## src/rtl/lsu_pkg.sv

```systemverilog
// Shared types for the load/store unit: FSM states, error causes, funct3
// encodings and the access legality check used at capture time.
package lsu_pkg;

  typedef enum logic [1:0] {S_IDLE, S_REQ, S_WAIT, S_DONE} lsu_state_e;

  typedef enum logic [1:0] {
    EC_NONE     = 2'd0,
    EC_MISALIGN = 2'd1,
    EC_ILLEGAL  = 2'd2,
    EC_TIMEOUT  = 2'd3
  } err_cause_e;

  localparam int unsigned NUM_LANES = 4;

  localparam logic [2:0] F3_LB  = 3'b000;
  localparam logic [2:0] F3_LH  = 3'b001;
  localparam logic [2:0] F3_LW  = 3'b010;
  localparam logic [2:0] F3_LBU = 3'b100;
  localparam logic [2:0] F3_LHU = 3'b101;
  localparam logic [2:0] F3_SB  = 3'b000;
  localparam logic [2:0] F3_SH  = 3'b001;
  localparam logic [2:0] F3_SW  = 3'b010;

  // Illegal encodings take priority over misalignment.
  function automatic err_cause_e check_access(logic rd, logic wr, logic [2:0] f3, logic [1:0] a);
    logic legal, misal;
    if (wr) legal = f3 inside {F3_SB, F3_SH, F3_SW};
    else    legal = f3 inside {F3_LB, F3_LH, F3_LW, F3_LBU, F3_LHU};
    case (f3[1:0])
      2'b01:   misal = a[0];
      2'b10:   misal = |a;
      default: misal = 1'b0;
    endcase
    if ((rd && wr) || !legal) return EC_ILLEGAL;
    if (misal)                return EC_MISALIGN;
    return EC_NONE;
  endfunction

endpackage

```

## src/rtl/load_extend.sv

```systemverilog
// Load lane select and sign/zero extension.
//   rdata_i  : raw bus word
//   addr_i   : byte offset within the word
//   funct3_i : load type (LB/LH/LW/LBU/LHU)
//   data_o   : extended 32-bit load result
module load_extend
  import lsu_pkg::*;
(
  input  logic [31:0] rdata_i,
  input  logic [1:0]  addr_i,
  input  logic [2:0]  funct3_i,
  output logic [31:0] data_o
);

  logic [31:0] lane;

  always_comb begin
    lane = rdata_i >> {addr_i, 3'b000};
    case (funct3_i)
      F3_LB:   data_o = {{24{lane[7]}}, lane[7:0]};
      F3_LH:   data_o = {{16{lane[15]}}, lane[15:0]};
      F3_LW:   data_o = lane;
      F3_LBU:  data_o = {24'b0, lane[7:0]};
      F3_LHU:  data_o = {16'b0, lane[15:0]};
      default: data_o = '0;
    endcase
  end

endmodule

```

## src/rtl/load_store_unit.sv

```systemverilog
// Data-memory stage for a single-cycle RV32I core. Captures a load/store
// from execute, runs it on a req/gnt/rvalid bus and stalls the core until
// the access retires in DONE, where Err/ErrCause report faults.
// Optional feature macro: LSU_BUS_TIMEOUT_EN (bus timeout after
// TIMEOUT_CYCLES cycles in REQ+WAIT, ErrCause=3).
// Ports:
//   clk, reset                     : clock, sync active-high reset
//   MemRead, MemWrite, Funct3      : access request from execute
//   ALUResult, WriteData           : byte address, store data
//   ReadData, Stall, Err, ErrCause : results to core
//   bus_req/we/addr/be/wdata       : bus request channel
//   bus_gnt, bus_rvalid, bus_rdata : bus grant and load response
module load_store_unit
  import lsu_pkg::*;
#(
  parameter int unsigned TIMEOUT_CYCLES = 255
) (
  input  logic        clk,
  input  logic        reset,
  input  logic        MemRead,
  input  logic        MemWrite,
  input  logic [2:0]  Funct3,
  input  logic [31:0] ALUResult,
  input  logic [31:0] WriteData,
  output logic [31:0] ReadData,
  output logic        Stall,
  output logic        Err,
  output logic [1:0]  ErrCause,
  output logic        bus_req,
  output logic        bus_we,
  output logic [31:0] bus_addr,
  output logic [NUM_LANES-1:0] bus_be,
  output logic [31:0] bus_wdata,
  input  logic        bus_gnt,
  input  logic        bus_rvalid,
  input  logic [31:0] bus_rdata
);

  lsu_state_e  state_q, state_d;
  err_cause_e  cause_q, cause_d, chk;
  logic [31:0] addr_q, wdata_q, rdata_q, rdata_d, ext;
  logic [2:0]  f3_q;
  logic        we_q, cap, tmo;

  assign cap = (state_q == S_IDLE) && (MemRead || MemWrite);
  assign chk = check_access(MemRead, MemWrite, Funct3, ALUResult[1:0]);

  load_extend u_ext (
    .rdata_i  (bus_rdata),
    .addr_i   (addr_q[1:0]),
    .funct3_i (f3_q),
    .data_o   (ext)
  );

`ifdef LSU_BUS_TIMEOUT_EN
  localparam int unsigned CNT_W = $clog2(TIMEOUT_CYCLES + 1);
  logic [CNT_W-1:0] cnt_q;

  always_ff @(posedge clk) begin
    if (reset || state_q == S_IDLE)              cnt_q <= '0;
    else if (state_q inside {S_REQ, S_WAIT})     cnt_q <= cnt_q + 1'b1;
  end

  // Fires on the last allowed REQ/WAIT cycle so exactly TIMEOUT_CYCLES are spent.
  assign tmo = (cnt_q == CNT_W'(TIMEOUT_CYCLES - 1));
`else
  if (TIMEOUT_CYCLES == 0) begin : g_no_timeout
  end
  assign tmo = 1'b0;
`endif

  always_comb begin
    state_d = state_q;
    cause_d = cause_q;
    rdata_d = rdata_q;
    Stall   = 1'b0;
    case (state_q)
      S_IDLE: if (MemRead || MemWrite) begin
        Stall   = 1'b1;
        cause_d = chk;
        if (chk != EC_NONE) begin
          state_d = S_DONE;
          if (MemRead) rdata_d = '0;
        end else begin
          state_d = S_REQ;
        end
      end
      S_REQ: begin
        Stall = 1'b1;
        if (bus_gnt) begin
          state_d = we_q ? S_DONE : S_WAIT;
        end else if (tmo) begin
          state_d = S_DONE;
          cause_d = EC_TIMEOUT;
          if (!we_q) rdata_d = '0;
        end
      end
      S_WAIT: begin
        Stall = 1'b1;
        if (bus_rvalid) begin
          state_d = S_DONE;
          rdata_d = ext;
        end else if (tmo) begin
          state_d = S_DONE;
          cause_d = EC_TIMEOUT;
          rdata_d = '0;
        end
      end
      default: state_d = S_IDLE;  // DONE: core commits, never re-triggers
    endcase
  end

  always_ff @(posedge clk) begin
    if (reset) begin
      state_q <= S_IDLE;
      cause_q <= EC_NONE;
      rdata_q <= '0;
      addr_q  <= '0;
      wdata_q <= '0;
      f3_q    <= '0;
      we_q    <= 1'b0;
    end else begin
      state_q <= state_d;
      cause_q <= cause_d;
      rdata_q <= rdata_d;
      if (cap) begin
        addr_q  <= ALUResult;
        wdata_q <= WriteData;
        f3_q    <= Funct3;
        we_q    <= MemWrite;
      end
    end
  end

  // Store lanes: byte/half replicated so the enabled lanes carry the data.
  always_comb begin
    case (f3_q)
      F3_SB, F3_LBU: begin bus_be = 4'b0001 << addr_q[1:0]; bus_wdata = {4{wdata_q[7:0]}};  end
      F3_SH, F3_LHU: begin bus_be = 4'b0011 << addr_q[1:0]; bus_wdata = {2{wdata_q[15:0]}}; end
      F3_SW:         begin bus_be = 4'b1111;                bus_wdata = wdata_q;            end
      default:       begin bus_be = 4'b0000;                bus_wdata = wdata_q;            end
    endcase
  end

  assign bus_req  = (state_q == S_REQ);
  assign bus_we   = we_q;
  assign bus_addr = {addr_q[31:2], 2'b00};
  assign ReadData = rdata_q;
  assign Err      = (state_q == S_DONE) && (cause_q != EC_NONE);
  assign ErrCause = (state_q == S_DONE) ? cause_q : EC_NONE;

endmodule
```

## config.mk

```make
export PLATFORM = sky130hd
export DESIGN_NAME = load_store_unit
export DESIGN_NICKNAME = d
export VERILOG_FILES = /design/src/rtl/lsu_pkg.sv /design/src/rtl/load_extend.sv /design/src/rtl/load_store_unit.sv
export SDC_FILE = /design/constraint.sdc
export NUM_CORES = 1
export LEC_CHECK = 0
export CORE_UTILIZATION = 47
export DETAILED_ROUTE_END_ITERATION = 6
export GPL_TIMING_DRIVEN = 0
export PLACE_DENSITY = 0.83
export SLEW_MARGIN = 0
export SYNTH_ARGS = -nofsm -noshare
export SYNTH_HDL_FRONTEND = slang
export SYNTH_SLANG_ARGS = --single-unit
export TNS_END_PERCENT = 30
```

## constraint.sdc

```tcl
create_clock -name clk -period 4.5 [get_ports clk]
set_clock_uncertainty 0.15 [all_clocks]
set_input_delay 1.125 -clock clk [delete_from_list [all_inputs] [get_ports clk]]
set_output_delay 1.125 -clock clk [all_outputs]
set_load 0.02 [all_outputs]
```

# Word level (Yosys, flattened, before mapping)
# Index checks and enable logic that the tools add are counted.
dict set report word_totals {
  reg_bits 104
  latch_bits 0
  mem_bits_rw 0
  rom_bits 0
  output_inout_bits 106
  n_memories 0
}
dict set report classes {
  add_sub_neg 0
  mul 0
  div 0
  magnitude_cmp 0
  n_eq_ne 18
  shifts 3
  n_mux 26
  bitwise 0
  reduce_logical 21
}
# op n
set op_table {}
lappend op_table {{$pmux 32 s5} 1}
lappend op_table {{$mux 32} 4}
lappend op_table {{$pmux 32 s2} 2}
lappend op_table {{$shr 32x5->32} 1}
lappend op_table {{$mux 2} 9}
lappend op_table {{$eq 3x3->1 const B} 4}
lappend op_table {{$pmux 4 s3} 1}
lappend op_table {{$reduce_or 2->1} 4}
lappend op_table {{$eq 2x2->1 const B} 3}
lappend op_table {{$eq 3x1->1 const B} 2}
lappend op_table {{$eq 3x2->1 const B} 2}
lappend op_table {{$logic_not 3->1} 2}
lappend op_table {{$mux 1} 6}
lappend op_table {{$ne 2x1->1 const B} 3}
lappend op_table {{$pmux 2 s3} 1}
lappend op_table {{$reduce_bool 2->1} 3}
lappend op_table {{$reduce_and 5->1} 1}
lappend op_table {{$reduce_bool 5->1} 1}
lappend op_table {{$eq 2x1->1 const B} 2}
lappend op_table {{$ne 2x2->1 const B} 2}
lappend op_table {{$pmux 1 s2} 2}
lappend op_table {{$shl 1x2->4 const A} 1}
lappend op_table {{$shl 2x2->4 const A} 1}
lappend op_table {{$logic_and 1x1->1} 3}
lappend op_table {{other kinds (6)} 7}

# Depth between registers and ports, before layout
dict set report depth {
  ltp_word 13
  mapped_depth 10
}

# Modules after synthesis
# From an unflattened synthesis, not the netlist that was laid out.
dict set report hier_totals {
  hier_cells 665
  area_unflattened_um2 5605.4
}
# mod n_inst cells_per_inst area_per_inst_um2
set by_module_without_submodules {}
lappend by_module_without_submodules {load_store_unit 1 556 4802.1}
lappend by_module_without_submodules {load_extend 1 109 803.3}

# Least setup slack after synthesis
# Ideal clock, no wire load.
dict set report synth_timing {
  path_type {input -> output}
  start {input port MemWrite}
  end {output port Stall}
  arrival_ps 2077
  required_time_ps 3225
  setup_slack_ps 1148
  cell_stages 5
  path_buffers 1
  path_cell_list {nor2_1 -> nor2_1 -> clkbuf_1 -> nor2_1 -> nor2_1}
}
dict set report synth_between {
  elab_chain_len 3
}
# item line
set synth_lines {}
lappend synth_lines {{start, declared} load_store_unit.sv:21} ;# input logic MemWrite,
lappend synth_lines {{$logic_or 1x1->1} load_store_unit.sv:78} ;# S_IDLE: if (MemRead || MemWrite) begin
lappend synth_lines {{$mux 1} load_store_unit.sv:78}
lappend synth_lines {{$pmux 1 s2} load_store_unit.sv:77} ;# case (state_q)
lappend synth_lines {{end, declared} load_store_unit.sv:26} ;# output logic Stall,
# Every way passes these cells.

# Final worst setup path
dict set report layout_timing {
  start {input port MemRead}
  end {output port Stall}
}
dict set report layout_between {
  elab_chain_len 3
}
# item line
set layout_lines {}
lappend layout_lines {{start, declared} load_store_unit.sv:20} ;# input logic MemRead,
lappend layout_lines {{$logic_or 1x1->1} load_store_unit.sv:78}
lappend layout_lines {{$mux 1} load_store_unit.sv:78}
lappend layout_lines {{$pmux 1 s2} load_store_unit.sv:77}
# Every way passes these cells.

==> impl_results.md <==
* Area growth syn-to-layout at 49.0%
* Cell Pwr Density at roughly 520 nW/um^2
* Post-synth cell types at 41
* CTS tree: yes
* Die Height at 106 um
* Worst hold margin at between 0.3 and 0.4 ns
* WL met2 at ~8100 um
* Worst VDD drop at roughly 0.32 mV
* Total I/O pin count at about 210
* Die Wd at ~110 um
* Post-synthesis compound-gate area fraction at roughly a fifth
* Grt total ovfl at 0
* Bufs and invs on worst path at 3
* Syn Area/Cell at 8.13 sq um
* Ratio of cells with drive above 1 in the final layout at between 10 and 15%
* Pins Over Slew Limit at 0
* Fmax at roughly 230 MHz
* Setup CP Type: input pin to primary output
* Port Buffers at approximately 210
* CP arrival at just over 3 ns
* Post-DP Area at 7310 sq um
* Part of the cycle the worst path needs at between 90% and 100%
* All-Layer GR Usage at between 20% and 30%
* Core ar. at ~10000 sq um
* CTS Buffer Depth at 2
* Post-Synthesis Cells at just over 600
* Starting Density at between 40% and 50%
* Fin area at between 7000 and 8000 sq um
* Largest net degree at the start of global routing at 20
* DR WL/cell at between 15 and 20 um
* Main combinational cell family by area after synthesis: compound AO/OA/AOI/OAI gates
* Vias at between 5000 and 6000
* Die area at 11200 sq um
* Multi-input gate area at ~2500 sq um
* Ys async rst share at 0%
* Routed Wire Length at 16100 um
* Synthesized cell area at roughly 5100 sq um
* Syn. warnings at 0
* Rel. slew slack at between 40% and 50%
* Top routing layer in use: met4
* Top delay family on crit path: buffers and inverters
* Antenna diode count at 0
* Synth Flop Type: dfxtp_1
* First-pass GRT wire length at approximately 25000 um
* Post-CTS resize count at 2
* Worst path required time at 3.22 ns
* Startpoint Class: input pin
* TritonCTS Sinks at approximately 100
* Slowest library cell on the worst path: clkdlybuf4s50_1
* Final Hold Fails at 0
* Clk Latency, worst-skew pair at around 0.37 ns
* Met1 WL at approximately 6400 um
* Worst min-delay path category: flip-flop to flip-flop
* Post-Synth Simple-Gate Area at 16.5%
* Average vias per placed instance at between 5 and 6
* Adder-Cell Fraction of Synth Area at approximately 1.7%
* Worst-path fanout max at 10
* Final Util at approximately 73%
* Pleak at 0.00293 uW
* Status: completed
* Hold-fix buffer count after cts at 0
* Initial antenna violation count at 0
* DR DRC count at 0
* Met3 Wirelength at 1200 um
* Max incr delay on CP at 0.62 ns
* Routability cong. at approximately 0.9
* Post-synth EDFFs at 0
* Fillers at a little over 800
* CP Capture Type: primary output
* Register area share after synthesis at between 40% and 50%
* Final WS setup at between 0.15 and 0.2 ns
* Max-cap violations at 0
* Worst path cell trace: clkdlybuf4s50_1 > nor2_1 > nor2_4 > clkbuf_2 > nor2_1 > nor2_1 > clkdlybuf4s50_1
* Root buf cell: clkbuf_8
* Final net count at roughly 950
* DRT antenna net count at 0
* Pre-CTS setup slack at -0.134 ns
* Number of synthesized register bits at 104
* Least-Margin Pin Slew at 0.834 ns
* Post-synthesis mux area share at a little under a tenth
* RSZ-0062 raised after global routing: false
* Std-Cell Rows at 37
* Clock Pin Slew Worst Setup and Hold Paths at approximately 0.10 ns
* Setup violations, final at 0
* Number of global-route vias before repair at about 5300
* Setup TNS Final at 0 ns
* DR pass1 iterations at 5
* DPL Wire Length at between 10000 and 15000 um
* Register area at between 2000 and 2500 sq um
* 1st-iter DRT viols at between 200 and 250
* Xor/xnor share of the synthesized area at 0%
* H-tree depth at 3
* Flop2flop setup slack at around 2.2 ns
* CTS buffer count at 9
* Most used cell, CP: nor2_1
* Final Critical Period at about 4.3 ns
* Post-CTS Setup Inserts at 0
-- metal layers --
metal	vias to the layer above	track usage [%]
met5	-	0
met4	0	10.6
met3	34	5.57
met2	234	51.6
met1	2449	33.7
li1	2522	-
-- logic make-up after synthesis --
group,Yosys count
flops,104
simple gates,204
other cells,1
buf+inv,91
compound gates,170
mux,45
fa+ha+maj,7
-- Yosys cell counts, types with 8 or more instances --
library cell | n | area [sq um]
mux2i_1 | 28 | 280
o2bb2ai_1 | 8 | 70.1
nand2_1 | 158 | 593
nor2b_1 | 12 | 75.1
dfxtp_1 | 104 | 2080
buf_4 | 42 | 315
buf_2 | 11 | 55.1
clkbuf_1 | 26 | 97.6
o21ai_0 | 26 | 130
a21oi_1 | 88 | 440
mux2_2 | 16 | 180
a22o_1 | 17 | 149
nor2_1 | 21 | 78.8
-- worst reg2reg max path, cell delays in order (launching register included) --
cell      delay, ns
dfxtp_1        0.40
inv_1          0.09
ha_1           0.19
buf_2          0.15
o21ai_1        0.27
clkbuf_1       0.47
buf_2          0.31
nand2_1        0.09
a21oi_1        0.17
-- sequential cells by signal, summed over array words and instances, names as in the netlist --
signal	count
bus_we	1
f3_q	3
addr_q	32
state_q	2
wdata_q	32
ReadData	32
cause_q	2
-- power breakdown --
part	leakage (uW)	switching [uW]	total (uW)	internal [uW]
sequential	0.000851	119	1220	1100
combinational	0.00197	1150	2040	891
clock	0.000101	355	625	270
total	0.00293	1630	3890	2260
-- worst paths after layout --
check	startpoint	to	depth (start not counted)
max reg2reg	state_q[0]	f3_q[1]	8
min reg2reg	addr_q[13]	addr_q[13]	2
min	addr_q[13]	addr_q[13]	2
max	MemRead	Stall	7
-- area by class of cell --
cell class	count	area share (%)
repair buffers	208	27.6
inverters	6	0.299
well taps	136	2.26
clock inverters	7	1.16
flip-flops and latches	104	27.6
clock buffers	9	1.64
multi-input cells	428	32.7
plain buffers	85	6.63
-- placed cells by master (no fill, tap or decap), drive strengths merged, types with 3 or more instances in the layout --
cell type and n:
nand2 158, a32o 7, clkbuf 35, nor2b 12, clkdlybuf4s50 208, a21oi 88, a211o 7, o21ai 31
dfxtp 104, buf 59, mux2 16, ha 7, nor2 22, or2 3, o2bb2ai 8, a22o 17
mux2i 28, inv 9
-- metrics by stage --
stage / std cells / total power, uW
final: 983 / 3890
after global routing: 983 / 4130
after CTS: 983 / 3880
after detailed placement: 967 / 3260
after global placement: 967 / 3200
after floorplan: 623 / 2460
No activity file was read; power rests on OpenSTA's default activity.
